===== config.mk =====
export PLATFORM = sky130hd
export DESIGN_NAME = flit_packetizer
export DESIGN_NICKNAME = d
export VERILOG_FILES = /design/src/rtl/flit_packetizer.sv
export SDC_FILE = /design/constraint.sdc
export NUM_CORES = 1
export LEC_CHECK = 0
export ABC_AREA = 1
export CORE_MARGIN = 2
export CORE_UTILIZATION = 45
export DETAILED_ROUTE_END_ITERATION = 12
export GPL_TIMING_DRIVEN = 0
export PLACE_DENSITY_LB_ADDON = 0.05
export SYNTH_ARGS = -nofsm -noshare
export SYNTH_HDL_FRONTEND = slang
export SYNTH_SLANG_ARGS = --single-unit

===== constraint.sdc =====
create_clock -name clk -period 1.6 [get_ports clk]
set_clock_uncertainty 0.05 [all_clocks]
set_input_delay 0.24 -clock clk [delete_from_list [all_inputs] [get_ports clk]]
set_output_delay 0.24 -clock clk [all_outputs]
set_load 0.02 [all_outputs]

===== src/rtl/flit_packetizer.sv =====
// Purpose : turns a packet request plus a stream of SRAM words into a
//           head/body/tail flit sequence for the router injection FIFO.
// Latency : head written 1 cycle after request accept; one flit per cycle.
// Backpr. : fifo_full stalls every state; body words also wait on data_valid.
//
// Ports:
//   clk, reset               clock, asynchronous active-high reset
//   pkt_valid / pkt_ready    packet request handshake (ready only in IDLE)
//   src_addr, dest_addr,     request fields, sampled when the request is
//   body_len                 accepted (body_len clamped to MAX_BODY)
//   data_in / data_valid /   SRAM word stream; data_ready marks the cycle a
//   data_ready               word is consumed into a body flit
//   fifo_full                downstream FIFO cannot take a write this cycle
//   flit_out, write_enable   flit {type[1:0], payload}; FIFO write strobe
//   pkt_count                packets whose tail has been written (wraps)
module flit_packetizer #(
  parameter int DATA_W   = 16,
  parameter int ADDR_W   = 4,
  parameter int MAX_BODY = 15,
  localparam int LEN_W   = $clog2(MAX_BODY + 1)
) (
  input  logic              clk,
  input  logic              reset,
  input  logic              pkt_valid,
  output logic              pkt_ready,
  input  logic [ADDR_W-1:0] src_addr,
  input  logic [ADDR_W-1:0] dest_addr,
  input  logic [LEN_W-1:0]  body_len,
  input  logic [DATA_W-1:0] data_in,
  input  logic              data_valid,
  output logic              data_ready,
  input  logic              fifo_full,
  output logic [DATA_W+1:0] flit_out,
  output logic              write_enable,
  output logic [15:0]       pkt_count
);

  localparam int HDR_W = 2 * ADDR_W + LEN_W;

  localparam logic [1:0] IDLE = 2'd0;
  localparam logic [1:0] HEAD = 2'd1;
  localparam logic [1:0] BODY = 2'd2;
  localparam logic [1:0] TAIL = 2'd3;

  localparam logic [1:0] TYPE_HEAD = 2'b01;
  localparam logic [1:0] TYPE_BODY = 2'b10;
  localparam logic [1:0] TYPE_TAIL = 2'b11;

  // The head payload must hold {len, src, dest}.
  generate
    if (HDR_W > DATA_W) begin : g_width_check
      $error("flit_packetizer: 2*ADDR_W + LEN_W exceeds DATA_W");
    end
  endgenerate

  logic [1:0]        state;
  logic [ADDR_W-1:0] lat_src;
  logic [ADDR_W-1:0] lat_dest;
  logic [LEN_W-1:0]  lat_len;
  logic [LEN_W-1:0]  body_cnt;
  logic [DATA_W-1:0] checksum;
  logic [15:0]       count;

  logic [LEN_W-1:0]  len_clamp;
  logic [DATA_W-1:0] head_payload;
  logic              head_wr;
  logic              body_wr;
  logic              tail_wr;

  // Clamping is only needed when LEN_W can encode values above MAX_BODY;
  // otherwise the comparison would be constant.
  generate
    if ((1 << LEN_W) - 1 > MAX_BODY) begin : g_clamp
      assign len_clamp = (body_len > LEN_W'(MAX_BODY)) ? LEN_W'(MAX_BODY) : body_len;
    end else begin : g_no_clamp
      assign len_clamp = body_len;
    end
  endgenerate

  // Head payload: zero-padded {len, src, dest}, dest in the LSBs.
  always_comb begin
    head_payload = '0;
    head_payload[HDR_W-1:0] = {lat_len, lat_src, lat_dest};
  end

  assign head_wr = (state == HEAD) && !fifo_full;
  assign body_wr = (state == BODY) && data_valid && !fifo_full;
  assign tail_wr = (state == TAIL) && !fifo_full;

  assign pkt_ready    = (state == IDLE);
  assign data_ready   = body_wr;
  assign write_enable = head_wr || body_wr || tail_wr;
  assign pkt_count    = count;

  // Flit is presented for the whole state (stable across stalls); zero in IDLE.
  always_comb begin
    flit_out = '0;
    case (state)
      HEAD:    flit_out = {TYPE_HEAD, head_payload};
      BODY:    flit_out = {TYPE_BODY, data_in};
      TAIL:    flit_out = {TYPE_TAIL, checksum};
      default: flit_out = '0;
    endcase
  end

  always_ff @(posedge clk or posedge reset) begin
    if (reset) begin
      state    <= IDLE;
      lat_src  <= '0;
      lat_dest <= '0;
      lat_len  <= '0;
      body_cnt <= '0;
      checksum <= '0;
      count    <= '0;
    end else begin
      case (state)
        IDLE: begin
          if (pkt_valid) begin
            lat_src  <= src_addr;
            lat_dest <= dest_addr;
            lat_len  <= len_clamp;
            checksum <= '0;
            body_cnt <= '0;
            state    <= HEAD;
          end
        end
        HEAD: begin
          if (head_wr) begin
            state <= (lat_len != '0) ? BODY : TAIL;
          end
        end
        BODY: begin
          if (body_wr) begin
            checksum <= checksum ^ data_in;
            body_cnt <= body_cnt + LEN_W'(1);
            // Last body word: counter still holds the index of this word.
            if (body_cnt == lat_len - LEN_W'(1)) begin
              state <= TAIL;
            end
          end
        end
        TAIL: begin
          if (tail_wr) begin
            count <= count + 16'd1;
            state <= IDLE;
          end
        end
        default: state <= IDLE;
      endcase
    end
  end

endmodule

Word level (Yosys, flattened, before mapping). Cells that the tools add are included.

$add $sub $neg: 3. Eq/ne operators: 9. Mux-type cells: 14. Bitwise gates (word level): 1. Reductions and logical operators: 14.

Operators by type and width (count): $pmux 18 s3 (1); $mux 16 (2); $pmux 16 s2 (1); $add 16x1->16 const B (1); $xor 16x16->16 (1); $mux 2 (5); $mux 4 (2); $ne 2x2->1 const B (4); $pmux 2 s4 (1); $pmux 4 s2 (1); $reduce_and 5->1 (1); $add 4x1->4 const B (1); $eq 2x2->1 const B (2); $eq 4x4->1 (1); $logic_and 1x1->1 (4); $reduce_and 2->1 (2); $reduce_bool 4->1 (1); $sub 4x1->4 const B (1); $reduce_and 3->1 (1); $eq 2x1->1 const B (1); $logic_not 2->1 (1); $logic_or 1x1->1 (2); $ne 2x1->1 const B (1); $reduce_bool 2->1 (1); 2 further kinds (2).

Register bits after elaboration: 50. Input port bits: 33. Output and inout port bits: 37. Logic and storage cells: 48.

Longest topological paths before layout. Gate-level depths: netlist of run 1.

Word-level depth: 5. Mapped depth: 12. Mapped depth without buffers: 12.

Worst setup path after synthesis of run 1. No wires, ideal clock.

Path type: register to output. From: register state[0]. To: output flit_out[0]. Arrival: 1.544 ns. Data required time: 1.310 ns. Slack: -0.234 ns. Cell stages (with the launch flop): 8. Path through: dfrtp_1 -> inv_1 -> ha_1 -> buf_2 -> inv_2 -> clkbuf_1 -> nand2_1 -> inv_1.

Word-level cells in the longest chain between the ends: 2.

Ends and longest elaborated chain: start, declared (line 56) `logic [1:0] state;`; start signal, assigned (line 129) `state <= (lat_len != '0) ? BODY : TAIL;`; $eq 2x2->1 or $eq 2x1->1 (tied branches) (line 98) `case (state)`; $pmux 18 s3 * (line 98); end, declared (line 33) `output logic [DATA_W+1:0] flit_out,`.

Mark *: on every way between the ends. The rest lies on a longest branch, timed or not.

Worst setup path after layout of run 1.
From: register state[0]. To: output flit_out[1].

Same word-level chain as after synthesis.

==> results by group, run 1 <==
Job
  – Max cap viols: 0

Worst hold path
  – Worst min-delay path class: input port to async pin

Floorplan
  – Height of the die: roughly 84 microns
  – # IOs: 70
  – Full die area: 7110 sq um
  – Initial core utilization: 46.3%
  – Chip width: 84.3 microns
  – Core footprint: ~6300 sq um
  – Num rows: 29

Power
  – Sequential Power Share: 21.8%
  – Pleak: about 2.5 nW
  – PD cells: around 2000 nW/um^2
  – Max IR drop VDD: ~1.4 mV
  – Clock share of power: 9.1%
  – Sw Pwr: just under 5 mW
  – P_int: between 5 and 6 mW
  – Logic pwr share: 69.1%
  – Net Sw Frac: ~47%

Routing
  – Starting DRT DRC Count: 180
  – DRT antenna net count: 0
  – DRT Wirelength: ~11000 microns
  – Drt pass-1 iters: 4
  – Via count: 3097
  – Drt wl/cell: 19.1 microns
  – Number of vias per cell: 5.56
  – DR DRC count: 0

Synthesis
  – Cells after Synth: roughly 360
  – Total nets after synthesis: 405
  – Post-Syn Area: 2900 sq um
  – Synthesis-stage register bit count: 50
  – Library cells used by synthesis: 27
  – Mean Syn Cell Area: 7.98 sq um
  – Register area share after synthesis: 43.1%
  – Synth warn: 0

Placement
  – Hpwl dp: 5190 microns
  – Placer Congestion: 0.854
  – # port buffers: 69
  – Placed cells: 511

STA
  – Tcrit/Tclk final: 126%
  – Final setup viols: 65
  – RSZ-0062 raised after global routing: yes
  – Worst slew pin tran: 0.508 ns
  – Relative max-transition margin: 66.0%
  – Hold Vio Cnt, Final: 0
  – Fin. max-slew vios: 0
  – Final setup margin: -0.419 ns
  – Tmin final: approximately 2.0 ns
  – FMAX: approximately 500 MHz

CTS
  – # hold bufs at CTS: 0
  – Clk sinks: 50
  – Clock transition at path regs: 0.10 ns
  – Inserted Clock Buffers: 5
  – H-tree depth: 2
  – Clk Tree Root Cell: clkbuf_8
  – Worst skew pair latency: 0.31 ns
  – CTS tree: built
  – Bufs on Longest Clock Path: 2

Cells and area
  – Diode count: 0
  – Fillers: 366
  – Storage cell area: 1250 sq um
  – Share of cells above drive strength 1: a little under half
  – Commonest non-fill, non-tap cell in the layout: nand2_1
  – Most frequent cells in the layout: 71 x nand2_1, 48 x dfrtp_1, 32 x clkdlybuf4s50_1
  – Post-layout util: 81.2%
  – Synth-to-Final Area Change: 75.6%
  – Fin nets: 521
  – Fin cells: approximately 560
  – Area of the multi-input gates: between 2000 and 2500 sq um

GRT
  – First-pass GRT wire length: ~13000 microns
  – Initial antenna violation count: 0
  – Largest net degree at the start of global routing: 39
  – Grt total ovfl: 0
  – Vias in the first global route: 2791
  – Global Route Usage Sum: 23.8%

Status
  – Failing checks: negative setup slack
  – Status: complete, but fails checks

Critical path
  – Worst Setup End Kind: output port
  – Arrival @ worst endpoint: 1.73 ns
  – Setup CP Type: register to output port
  – Worst-path maximum fanout: 6
  – Crit start category: register
  – Reg2Reg Depth: 12
  – CP required: 1.31 ns
[registers in the layout, indices dropped and copies added, names as in the netlist]
signal / flops
lat_src: 4
checksum: 16
pkt_count: 16
lat_dest: 4
lat_len: 4
body_cnt: 4
state: 2
[Yosys cell counts]
cell type / n / area (sq um)
nor3_2: 1 / 10.0
or2_2: 1 / 6.26
nand3_1: 27 / 135
nor2_1: 20 / 75.1
buf_2: 3 / 15.0
nand2_2: 1 / 6.26
a21oi_1: 8 / 40.0
nand3_2: 1 / 10.0
mux2_2: 8 / 90.1
dfrtp_1: 50 / 1250
buf_6: 1 / 11.3
o31ai_1: 16 / 120
nor2_4: 2 / 22.5
nor3_1: 4 / 20.0
o21ai_4: 1 / 16.3
buf_1: 1 / 3.75
buf_4: 2 / 15.0
nand4_1: 4 / 25.0
ha_1: 8 / 100
xor2_1: 9 / 78.8
inv_1: 41 / 154
o21ai_0: 5 / 25.0
nand2_1: 119 / 447
xnor2_1: 21 / 184
clkbuf_1: 5 / 18.8
inv_2: 4 / 15.0
o221ai_1: 1 / 8.76
[cell families (layout without fill, tap and decap cells)]
family	Yosys count	count (layout)	synth area share (%)
compound gates	31	32	7.24
xor+xnor	30	30	9.05
fa+ha+maj	8	8	3.45
buf+inv	57	172	8.01
flops	50	50	43.1
mux	8	8	3.10
simple gates	180	180	26.1
[per-stage QoR]
step	TNS, ns	power, mW	hold slack [ns]	instance area [sq um]	setup slack [ns]
after floorplan	-0.0378	4.62	0.340	2960	-0.0270
after global placement	-63.52	5.87	0.422	3750	-0.936
after detailed placement	-18.48	5.95	0.419	3770	-0.797
after CTS	-7.65	8.34	0.151	4450	-0.302
after global routing	-17.31	10.8	0.171	5100	-0.456
final	-14.75	10.4	0.136	5100	-0.419
[power by group through the flow]
stage | sequential, mW | combinational [mW] | clock [mW]
2_1_floorplan | 2.10 | 2.53 | 0
3_3_place_gp | 2.11 | 3.76 | 0
3_5_place_dp | 2.12 | 3.82 | 0
4_1_cts | 2.16 | 5.25 | 0.932
5_1_grt | 2.30 | 7.50 | 1.01
6_report | 2.26 | 7.17 | 0.948
[routing by layer]
layer  wire (microns)  up-vias  share of wire, %  GRT usage (%)
li1                 -     1389                 -              -
met1             4150     1500                39           30.5
met2             5270      153                50           41.1
met3              727       55               6.8           3.93
met4              498        0               4.7           7.65
met5                0        -                 0              0
[worst max-delay path, cell delays in order, from the launching register on]
cell and delay (ns):
dfrtp_2 0.49, buf_6 0.15, ha_4 0.19, buf_8 0.15, nand2_1 0.10, nand3_2 0.11, nand2_2 0.07, inv_2 0.04
buf_6 0.12
[final timing paths]
kind / startpoint / endpoint / slack [ns]
min in group clk: pkt_count[15] / pkt_count[15] / 0.43
worst max register to register: state[1] / state[0] / -0.25
worst min-delay path: reset / pkt_count[6] / 0.14
worst max-delay path: state[0] / flit_out[1] / -0.42
worst min register to register: pkt_count[15] / pkt_count[15] / 0.43
max in group asynchronous: reset / lat_len[0] / 0.84
[what timing repair did]
action                     in CTS  in global routing
pin swaps                      27                 31
resized for setup             228                132
setup buffers                  16                 17
setup endpoints to repair      68                 59
cloned                          6                  1
[final cells by class]
cell class / instances / share of cell area, %
multi-input combinational: 258 / 41.4
sequential: 50 / 24.6
buffer: 11 / 4.17
tap: 77 / 1.89
inverter: 45 / 4.00
clock inverter: 1 / 0.589
clock buffer: 6 / 1.62
timing repair buffer: 109 / 21.8
Power figures use the tool's default switching activity.
==> run 2, diff against run 1 <==
--- a/config.mk
+++ b/config.mk
@@ -8,6 +8,7 @@
 export ABC_AREA = 1
 export CORE_MARGIN = 2
 export CORE_UTILIZATION = 45
+export CTS_BUF_LIST = sky130_fd_sc_hd__clkbuf_8
 export DETAILED_ROUTE_END_ITERATION = 12
 export GPL_TIMING_DRIVEN = 0
 export PLACE_DENSITY_LB_ADDON = 0.05
==> results of run 2 <==
The final DEF is identical to that of run 1; final timing and power are the same.
==> run 3, diff against run 2 <==
--- a/config.mk
+++ b/config.mk
@@ -7,11 +7,11 @@
 export LEC_CHECK = 0
 export ABC_AREA = 1
 export CORE_MARGIN = 2
-export CORE_UTILIZATION = 45
+export CORE_UTILIZATION = 30
 export CTS_BUF_LIST = sky130_fd_sc_hd__clkbuf_8
 export DETAILED_ROUTE_END_ITERATION = 12
 export GPL_TIMING_DRIVEN = 0
-export PLACE_DENSITY_LB_ADDON = 0.05
+export PLACE_DENSITY_LB_ADDON = 0.3
 export SYNTH_ARGS = -nofsm -noshare
 export SYNTH_HDL_FRONTEND = slang
 export SYNTH_SLANG_ARGS = --single-unit
==> results by group, run 3 (synthesis results as in run 1) <==
CTS
  – H-tree depth: 2 (unchanged)
  – CTS tree: built
  – Worst skew pair latency: 0.30 ns (about the same)
  – Clock transition at path regs: 0.09 ns (about the same)
  – Clk Tree Root Cell: clkbuf_8
  – Bufs on Longest Clock Path: 2 (unchanged)
  – Clk sinks: 50 (unchanged)
  – Inserted Clock Buffers: 5 (unchanged)

STA
  – Fin. max-slew vios: 0 (unchanged)
  – Final setup margin: -0.320 ns (+0.0992 ns)
  – Tmin final: 1.92 ns (-0.0992 ns)
  – RSZ-0062 raised after global routing: yes
  – Hold Vio Cnt, Final: 0 (unchanged)
  – TNS Setup: -8.30 ns (+6.45 ns)
  – Final setup viols: 55 (-15%)
  – Tcrit/Tclk final: 120% (-6.2 points)
  – FMAX: 521 MHz (+5.2%)
  – Relative max-transition margin: 68.6% (+2.6 points)
  – Worst slew pin tran: 0.469 ns (-0.0389 ns)

Critical path
  – Worst Setup End Kind: output port
  – Crit start category: register
  – Worst-path maximum fanout: 6 (unchanged)
  – Reg2Reg Depth: 7 (-5)
  – Critical path depth: 8 (unchanged)
  – R2r setup slk: -0.15 ns (+0.10 ns)
  – Worst stage delay on the critical path: 0.46 ns (-0.03 ns)
  – Crit path max-delay family: buffers and inverters
  – Buffers & Inverters on Critical Path: 4 (unchanged)
  – CP required: 1.31 ns (about the same)
  – Setup CP Type: register to output port
  – Arrival @ worst endpoint: 1.63 ns (-0.10 ns)
  – CP dominant cell by count: buf_6
  – Critical path's slowest cell: dfrtp_2
  – Cells along the critical path: buf_6 -> ha_4 -> clkbuf_16 -> nand2_4 -> nand3_2 -> nand2_1 -> inv_2 -> buf_6

Cells and area
  – Most frequent cells in the layout: 83 x nand2_1, 48 x dfrtp_1, 33 x buf_6
  – Share of cells above drive strength 1: 39.4% (-6.6 points)
  – Fin nets: 507 (-2.7%)
  – Commonest non-fill, non-tap cell in the layout: nand2_1
  – Diode count: 0 (unchanged)
  – Synth-to-Final Area Change: 65.3%
  – Fin cells: 596 (+7.0%)
  – Post-layout util: 51.5% (-30 points)
  – Final instance area: 4800 sq um (-5.9%)

Status
  – Failing checks: negative setup slack
  – Status: complete, but fails checks

GRT
  – Vias in the first global route: 2751 (-1.4%)
  – First-pass GRT wire length: 12900 microns (-4.5%)
  – Grt total ovfl: 0 (unchanged)
  – Largest net degree at the start of global routing: 38 (-2.6%)
  – Global Route Usage Sum: 15.7% (-8.1 points)
  – Initial antenna violation count: 0 (unchanged)

Floorplan
  – Num rows: 35 (+21%)
  – Full die area: 10500 sq um (+47%)
  – Core footprint: 9330 sq um (+49%)
  – Initial core utilization: 31.1% (-15 points)
  – Chip width: 102 microns (+21%)
  – Height of the die: 102 microns (+21%)
  – # IOs: 70 (unchanged)

Routing
  – DRT Wirelength: 8580 microns (-19%)
  – Drt wl/cell: 14.4 microns (-25%)
  – DR DRC count: 0 (unchanged)
  – Starting DRT DRC Count: 118 (-34%)
  – Via count: 2788 (-10%)
  – Number of vias per cell: 4.68 (-16%)
  – Drt pass-1 iters: 4 (unchanged)
  – DRT antenna net count: 0 (unchanged)

Power
  – Max IR drop VDD: 0.802 mV (-43%)
  – Pleak: 2.37 nW (-6.3%)
  – PD cells: 1850 nW/um^2 (-9.0%)

Placement
  – Area post-placement: 3830 sq um (+1.7%)
  – Pre-CTS setup slack: -0.864 ns (-0.0671 ns)
  – Placer Congestion: 0.822 (-3.7%)
  – Hpwl dp: 5490 microns (+5.7%)
  – Placed cells: 563 (+10%)
  – # port buffers: 69 (unchanged)

Job
  – Max cap viols: 0 (unchanged)

Worst hold path
  – Worst min-delay path class: input port to async pin
-- run 3: cell types whose count changed in the layout (fill, tap and decap cells not counted), sizes merged --
cell	delta
clkdlybuf4s15	+1
clkinv	+2
buf	-15
clkbuf	-1
-- run 3: layer usage --
layer / vias to the layer above / track usage (%) / wire (microns)
met5: - / 0 / 0
met4: 0 / 3.08 / 121
met3: 10 / 3.35 / 410
met2: 78 / 27.5 / 4360
met1: 1344 / 20.1 / 3690
li1: 1356 / - / -
-- run 3: final timing paths --
kind	start	endpoint
max	state[0]	flit_out[9]
min	reset	pkt_count[14]
max reg2reg	state[0]	checksum[9]
min reg2reg	pkt_count[15]	pkt_count[15]
max in group asynchronous	reset	state[1]
min in group clk	pkt_count[15]	pkt_count[15]
-- run 3: power breakdown --
part           total (mW)  internal (mW)  switching (mW)
clock               0.898          0.461           0.437
sequential           2.21           1.72           0.498
combinational        5.78           2.73            3.05
-- run 3: layout make-up --
| class | count | area, sq um |
|---|---|---|
| plain buffers | 10 | 181 |
| clock buffers | 5 | 68.8 |
| clock inverters | 3 | 40.0 |
| fillers | 819 | 4530 |
| inverters | 45 | 186 |
| multi-input cells | 258 | 1930 |
| flip-flops and latches | 50 | 1250 |
| well taps | 129 | 161 |
| repair buffers | 96 | 977 |
-- run 3: what timing repair did --
| item | in CTS | in global routing |
|---|---|---|
| buffers inserted | 12 | 8 |
| resized for setup | 228 | 75 |
| hold buffers | 0 | 0 |
| pin swaps | 30 | 21 |
| cloned | 3 | 4 |
| endpoints found under the setup margin | 71 | 68 |
-- run 3: metrics by stage --
stage | power (mW) | hold slack [ns]
2_1_floorplan | 4.62 | 0.340
3_3_place_gp | 5.92 | 0.411
3_5_place_dp | 5.98 | 0.422
4_1_cts | 8.04 | 0.164
5_1_grt | 9.45 | 0.196
6_report | 8.89 | 0.160
